`config.mk`:
```
export PLATFORM = sky130hd
export DESIGN_NAME = wb_rr_arbiter_2
export DESIGN_NICKNAME = d
export VERILOG_FILES = /design/src/rtl/wb_rr_arbiter_2.sv
export SDC_FILE = /design/constraint.sdc
export NUM_CORES = 1
export LEC_CHECK = 0
export CAP_MARGIN = 20
export CELL_PAD_IN_SITES_DETAIL_PLACEMENT = 1
export CELL_PAD_IN_SITES_GLOBAL_PLACEMENT = 1
export CORE_AREA = 4 4 125 127
export DETAILED_ROUTE_END_ITERATION = 10
export DIE_AREA = 0 0 129 131
export DONT_BUFFER_PORTS = 1
export PLACE_DENSITY = 0.45
export SYNTH_ARGS = -nofsm -noshare
export SYNTH_HDL_FRONTEND = slang
export SYNTH_SLANG_ARGS = --single-unit
```
`constraint.sdc`:
```
create_clock -name clk -period 1.87 [get_ports clk]
set_clock_uncertainty 0.05 [all_clocks]
set_input_delay 0.374 -clock clk [delete_from_list [all_inputs] [get_ports clk]]
set_output_delay 0.374 -clock clk [all_outputs]
set_load 0.01 [all_outputs]
```
`src/rtl/wb_rr_arbiter_2.sv`:
```
`default_nettype none
// ============================================================================
// Module   : wb_rr_arbiter_2
// Brief    : Two-master, one-slave Wishbone classic arbiter. The grant is held
//            for a whole CYC, and priority alternates round-robin between the
//            masters. A bus watchdog forces ERR back to the owning master when
//            the slave leaves a strobe unanswered for TIMEOUT cycles.
// Revision : 1.0 - initial release
// ============================================================================
module wb_rr_arbiter_2 #(
  parameter int DATA_WIDTH   = 32,
  parameter int ADDR_WIDTH   = 32,
  parameter int SELECT_WIDTH = 4,
  parameter int TIMEOUT      = 1024
) (
  input  logic                    clk,
  input  logic                    rst,

  // master 0
  input  logic [ADDR_WIDTH-1:0]   m0_adr_i,
  input  logic [DATA_WIDTH-1:0]   m0_dat_i,
  output logic [DATA_WIDTH-1:0]   m0_dat_o,
  input  logic                    m0_we_i,
  input  logic [SELECT_WIDTH-1:0] m0_sel_i,
  input  logic                    m0_stb_i,
  input  logic                    m0_cyc_i,
  output logic                    m0_ack_o,
  output logic                    m0_err_o,
  output logic                    m0_rty_o,
  output logic                    m0_gnt_o,

  // master 1
  input  logic [ADDR_WIDTH-1:0]   m1_adr_i,
  input  logic [DATA_WIDTH-1:0]   m1_dat_i,
  output logic [DATA_WIDTH-1:0]   m1_dat_o,
  input  logic                    m1_we_i,
  input  logic [SELECT_WIDTH-1:0] m1_sel_i,
  input  logic                    m1_stb_i,
  input  logic                    m1_cyc_i,
  output logic                    m1_ack_o,
  output logic                    m1_err_o,
  output logic                    m1_rty_o,
  output logic                    m1_gnt_o,

  // slave
  output logic [ADDR_WIDTH-1:0]   s_adr_o,
  input  logic [DATA_WIDTH-1:0]   s_dat_i,
  output logic [DATA_WIDTH-1:0]   s_dat_o,
  output logic                    s_we_o,
  output logic [SELECT_WIDTH-1:0] s_sel_o,
  output logic                    s_stb_o,
  output logic                    s_cyc_o,
  input  logic                    s_ack_i,
  input  logic                    s_err_i,
  input  logic                    s_rty_i,

  output logic                    timeout_o
);

  // IDLE: nobody owns the slave; G0/G1: master 0/1 owns it for its whole CYC.
  typedef enum logic [1:0] {
    IDLE = 2'd0,
    G0   = 2'd1,
    G1   = 2'd2
  } state_t;

  state_t state;
  logic   last;      // master that most recently released the bus
  logic   tmo_err;   // one-cycle watchdog error pulse
  logic   slave_resp;

  assign slave_resp = s_ack_i | s_err_i | s_rty_i;

  // Grant FSM: one-cycle arbitration from IDLE, back-to-back handover on release.
  always_ff @(posedge clk or negedge rst) begin
    if (!rst) begin
      state <= IDLE;
      last  <= 1'b1;
    end else begin
      case (state)
        IDLE: begin
          if (m0_cyc_i && m1_cyc_i) begin
            state <= last ? G0 : G1;
          end else if (m0_cyc_i) begin
            state <= G0;
          end else if (m1_cyc_i) begin
            state <= G1;
          end
        end
        G0: begin
          if (!m0_cyc_i) begin
            last  <= 1'b0;
            state <= m1_cyc_i ? G1 : IDLE;
          end
        end
        G1: begin
          if (!m1_cyc_i) begin
            last  <= 1'b1;
            state <= m0_cyc_i ? G0 : IDLE;
          end
        end
        default: begin
          state <= IDLE;
        end
      endcase
    end
  end

  assign m0_gnt_o = (state == G0);
  assign m1_gnt_o = (state == G1);

  // Read data fans out to both masters unconditionally; only ack qualifies it.
  assign m0_dat_o = s_dat_i;
  assign m1_dat_o = s_dat_i;

  // Slave-side mux: owner's request passes through, everything else is zero.
  always_comb begin
    s_adr_o = '0;
    s_dat_o = '0;
    s_we_o  = 1'b0;
    s_sel_o = '0;
    s_cyc_o = 1'b0;
    s_stb_o = 1'b0;
    case (state)
      G0: begin
        s_adr_o = m0_adr_i;
        s_dat_o = m0_dat_i;
        s_we_o  = m0_we_i;
        s_sel_o = m0_sel_i;
        s_cyc_o = m0_cyc_i;
        s_stb_o = m0_stb_i & ~tmo_err;
      end
      G1: begin
        s_adr_o = m1_adr_i;
        s_dat_o = m1_dat_i;
        s_we_o  = m1_we_i;
        s_sel_o = m1_sel_i;
        s_cyc_o = m1_cyc_i;
        s_stb_o = m1_stb_i & ~tmo_err;
      end
      default: begin
      end
    endcase
  end

  // Response routing: only the owner sees responses; a watchdog error masks
  // any slave ack/rty arriving in the same cycle.
  always_comb begin
    m0_ack_o = 1'b0;
    m0_err_o = 1'b0;
    m0_rty_o = 1'b0;
    m1_ack_o = 1'b0;
    m1_err_o = 1'b0;
    m1_rty_o = 1'b0;
    if (state == G0) begin
      m0_ack_o = s_ack_i & ~tmo_err;
      m0_rty_o = s_rty_i & ~tmo_err;
      m0_err_o = s_err_i | tmo_err;
    end else if (state == G1) begin
      m1_ack_o = s_ack_i & ~tmo_err;
      m1_rty_o = s_rty_i & ~tmo_err;
      m1_err_o = s_err_i | tmo_err;
    end
  end

  assign timeout_o = tmo_err;

  generate
    if (TIMEOUT > 0) begin : g_watchdog
      localparam logic [15:0] TMO_LAST = 16'(TIMEOUT - 1);

      logic [15:0] tmo_cnt;
      logic        tmo_busy;

      // A grant change always passes through a cycle where the owner's CYC is
      // low (s_cyc_o = 0), so the idle clear below also covers handovers.
      assign tmo_busy = s_cyc_o & s_stb_o & ~slave_resp;

      // Count unanswered strobe cycles; fire a single ERR pulse at the limit.
      always_ff @(posedge clk or negedge rst) begin
        if (!rst) begin
          tmo_cnt <= 16'd0;
          tmo_err <= 1'b0;
        end else begin
          tmo_err <= 1'b0;
          if (tmo_busy) begin
            if (tmo_cnt == TMO_LAST) begin
              tmo_err <= 1'b1;
              tmo_cnt <= 16'd0;
            end else begin
              tmo_cnt <= tmo_cnt + 16'd1;
            end
          end else begin
            tmo_cnt <= 16'd0;
          end
        end
      end
    end else begin : g_no_watchdog
      assign tmo_err = 1'b0;
    end
  endgenerate

endmodule
`default_nettype wire

```
==> results of run 1 <==
logic make-up (layout without fill, tap and decap cells):
| kind of cell | Yosys count | in the layout | synth area share [%] |
|---|---|---|---|
| mux | 1 | 1 | 0.375 |
| buf+inv | 95 | 119 | 22.7 |
| xor+xnor | 12 | 12 | 3.94 |
| compound gates | 83 | 84 | 22.6 |
| fa+ha+maj | 6 | 6 | 2.81 |
| simple gates | 133 | 133 | 28.8 |
| flops | 20 | 20 | 18.8 |
power breakdown:
| part | switching [mW] | leakage [nW] | internal [mW] |
|---|---|---|---|
| combinational | 2.54 | 1.19 | 3.32 |
| clock | 0.153 | 0.0442 | 0.326 |
| sequential | 0.0354 | 0.272 | 0.470 |
| total | 2.73 | 1.51 | 4.11 |
cell usage in the layout, fill, tap and decap left out, types with 3 or more instances in the layout:
cell / instances
xnor2_1: 8
nor2_2: 6
ha_4: 4
xor2_1: 4
buf_16: 4
nand4_1: 3
nor2b_1: 29
a21oi_2: 3
a22oi_2: 64
buf_12: 10
inv_1: 4
buf_8: 5
nor2b_2: 34
nor2b_4: 8
buf_6: 24
dfrtp_1: 18
a22oi_1: 6
nand3_1: 9
nand2b_1: 4
nor2_4: 4
or3_1: 4
nor2_1: 15
buf_4: 57
clkbuf_16: 9
a21oi_1: 3
nor4_1: 3
area by class of cell:
type	instances	area (µm²)	share of cell area (%)
timing repair buffer	109	1310	29.9
inverter	6	27.5	0.629
sequential	20	503	11.5
tap	184	230	5.26
multi-input combinational	236	2220	50.7
clock buffer	4	88.8	2.03
flip-flops by register name (all words and copies together) (netlist names):
signal and count:
last 1, state 2, timeout_o 1, g_watchdog.tmo_cnt 16
repair_timing:
action	CTS	global route
hold endpoints to repair	20	0
hold buffers	1	0
pin swaps	26	26
buffers inserted	7	14
gates cloned	8	6
gates resized for setup	134	63
setup endpoints to repair	92	98
critical path, delay by kind of cell (launching register included):
| family | cells | cell delay [ns] |
|---|---|---|
| simple gates | 1 | 0.09 |
| compound gates | 1 | 0.17 |
| buf+inv | 3 | 0.58 |
| flops | 1 | 0.41 |
| fa+ha+maj | 1 | 0.21 |
worst min-delay path by stage:
stage	from	slack, ns	to
6_report	m1_cyc_i	0.22	last$_DFFE_PN1P_
5_1_grt	m1_cyc_i	0.22	last$_DFFE_PN1P_
4_1_cts	m1_cyc_i	0.22	last$_DFFE_PN1P_
3_5_place_dp	rst	0.03	g_watchdog.tmo_cnt[9]$_DFF_PN0_
3_3_place_gp	rst	0.03	g_watchdog.tmo_cnt[9]$_DFF_PN0_
2_1_floorplan	rst	0.03	g_watchdog.tmo_cnt[0]$_DFF_PN0_
metrics by stage:
stage | std cells | setup TNS, ns | utilization [%] | area (µm²)
after CTS | 543 | -17.65 | 27.2 | 3920
final | 559 | -16.65 | 30.3 | 4380
after global routing | 559 | -23.97 | 30.3 | 4380
after global placement | 523 | -0.638 | 20.9 | 3020
after floorplan | 350 | -1.40 | - | 2760
after detailed placement | 523 | -2.04 | 20.9 | 3020
per-layer routing:
metal / GRT usage, % / share of wire [%] / vias up
li1: - / - / 1217
met5: 0 / 0 / -
met1: 17.0 / 37 / 1295
met4: 1.61 / 1.6 / 0
met3: 4.63 / 8.7 / 10
met2: 26.0 / 52 / 160
synthesized netlist by cell type, types with 2 or more instances:
cell type,instances,area (µm²)
buf_4,64,480
buf_2,2,10.0
buf_1,4,15.0
xor2_1,4,35.0
nor3_1,3,15.0
dfrtp_1,19,475
clkbuf_1,18,67.6
nand4_1,3,18.8
ha_1,6,75.1
nand2_1,2,7.51
xnor2_1,8,70.1
inv_1,6,22.5
or3_1,4,25.0
nand2b_1,5,31.3
nor2_1,25,93.8
nor3b_1,2,15.0
nand3_1,9,45.0
nor2b_1,71,444
a21oi_1,6,30.0
a22oi_1,70,526
nor4_1,3,18.8
o21ai_0,3,15.0
a21boi_0,2,15.0
==> flow_metrics.py, run 1 <==
metrics = {
    "grt": {
        "antenna_found_initial": 0,
        "grt_max_degree": 21,
        "gr-total-overflow": 0,
        "grt_pass1_vias": 2698,
        "track_usage_pct": 14.3,
        "grt_pass1_wl_mm": 17.8,
    },
    "logic_synthesis": {
        "synthArstFlopShare_pct": 100,
        "synth_edf_count": 0,
        "ys.flop_type": "dfrtp_1",
        "yosysUniqueCellTypes": 34,
        "syn-num-nets": 535,
        "ys_warn_count": 0,
        "yosysSeqAreaShare_pct": 18.8,
        "ys_seq_elements": 20,
        "netlist_area_um2": 2670,
        "syn_inst": 350,
        "avgSynthCellArea_um2": 7.63,
    },
    "routing": {
        "viasPerCell": 4.80,
        "drtAntennaViolNets": 0,
        "firstDrtPassIters": 4,
        "vias": 2682,
        "first_iter_violations": 93,
        "routedWlPerCell_um": 25.3,
        "postRouteWirelength_mm": 14.2,
        "drcViolationCount": 0,
    },
    "clock_tree": {
        "htreeDepth": 1,
        "cts_root_buf": "clkbuf_16",
        "insertion_delay_ns": 0.25,
        "cts_tree": "built",
        "numCtsBuffers": 3,
        "clockBufferDepth": 2,
        "clk_pin_slew_worst_paths_ns": 0.06,
        "clock_sinks": 20,
    },
    "layout": {
        "drive_above_1_share_pct": 66.9,
        "n_fill_cell": 1604,
        "antenna_cells": 0,
        "layout.nets": 561,
        "syn2layout_area_growth_pct": 63.9,
    },
    "timing": {
        "tightest_slew_ns": 0.947,
        "hold-worst-slack_ns": 0.221,
        "setup_viol": 93,
        "drv_slew": 0,
        "period_needed_ns": 2.14,
        "setup_slack_ns": -0.266,
        "max_slew_margin_pct": 36.6,
        "period_share_pct": 114,
        "rsz0062_at_grt": "yes",
        "finalHoldViolCount": 0,
        "fmax_mhz": 468,
    },
    "critical_path": {
        "crit_path_cell_trace": "buf_6 > ha_4 > bufbuf_16 > a22oi_2 > nor2b_1 > buf_4",
        "critical_path_arrival_ns": 1.71,
        "crit_path_start_kind": "register",
        "r2r_slack_ns": -0.22,
        "required_ns": 1.45,
        "reg2reg_depth": 7,
        "r2r_end": "g_watchdog.tmo_cnt[13]$_DFF_PN0_",
        "setup.worst_path.start": "state[0]$_DFFE_PN0P_",
        "crit_path_end": "s_adr_o[4]",
        "path_class": "reg -> out",
        "critical_path.endpoint_type": "primary output",
        "crit_fanout": 9,
        "worstReg2RegStart": "state[1]$_DFFE_PN0P_",
        "crit_slowest_cell": "dfrtp_1",
        "slowest_delay_ns": 0.41,
    },
    "power_and_ir_drop": {
        "powerDensity_nw_per_um2": 1560,
        "irDropWorstVdd_uv": 426,
        "power_mw": 6.85,
        "p_leak_nw": 1.51,
    },
    "run_status": {
        "violations": "setup timing",
        "status": "finished, violations left",
    },
    "run": {
        "drv_cap": 0,
    },
    "placement": {
        "post-dp-hpwl_mm": 10.7,
        "gp_routability_congestion": 0.714,
        "portBuffers": 0,
        "post-place-ws_ns": -0.268,
    },
    "floorplan": {
        "fp.dieH_um": 131,
        "row_count": 44,
        "coreArea_um2": 14400,
        "dieArea_um2": 16900,
        "io_pins": 323,
        "initial_core_util_pct": 18.5,
        "fp.dieW_um": 129,
    },
    "min_path": {
        "hold_class": "in -> reg",
        "whs_path_depth": 3,
    },
}
Note: power is estimated with default switching activity, not from simulation.
==> run 2: changes to the inputs <==
Settings changed: SLEW_MARGIN from default to 0.
==> results of run 2 <==
Same layout as run 1: the final DEF is identical, and so are final timing and power.
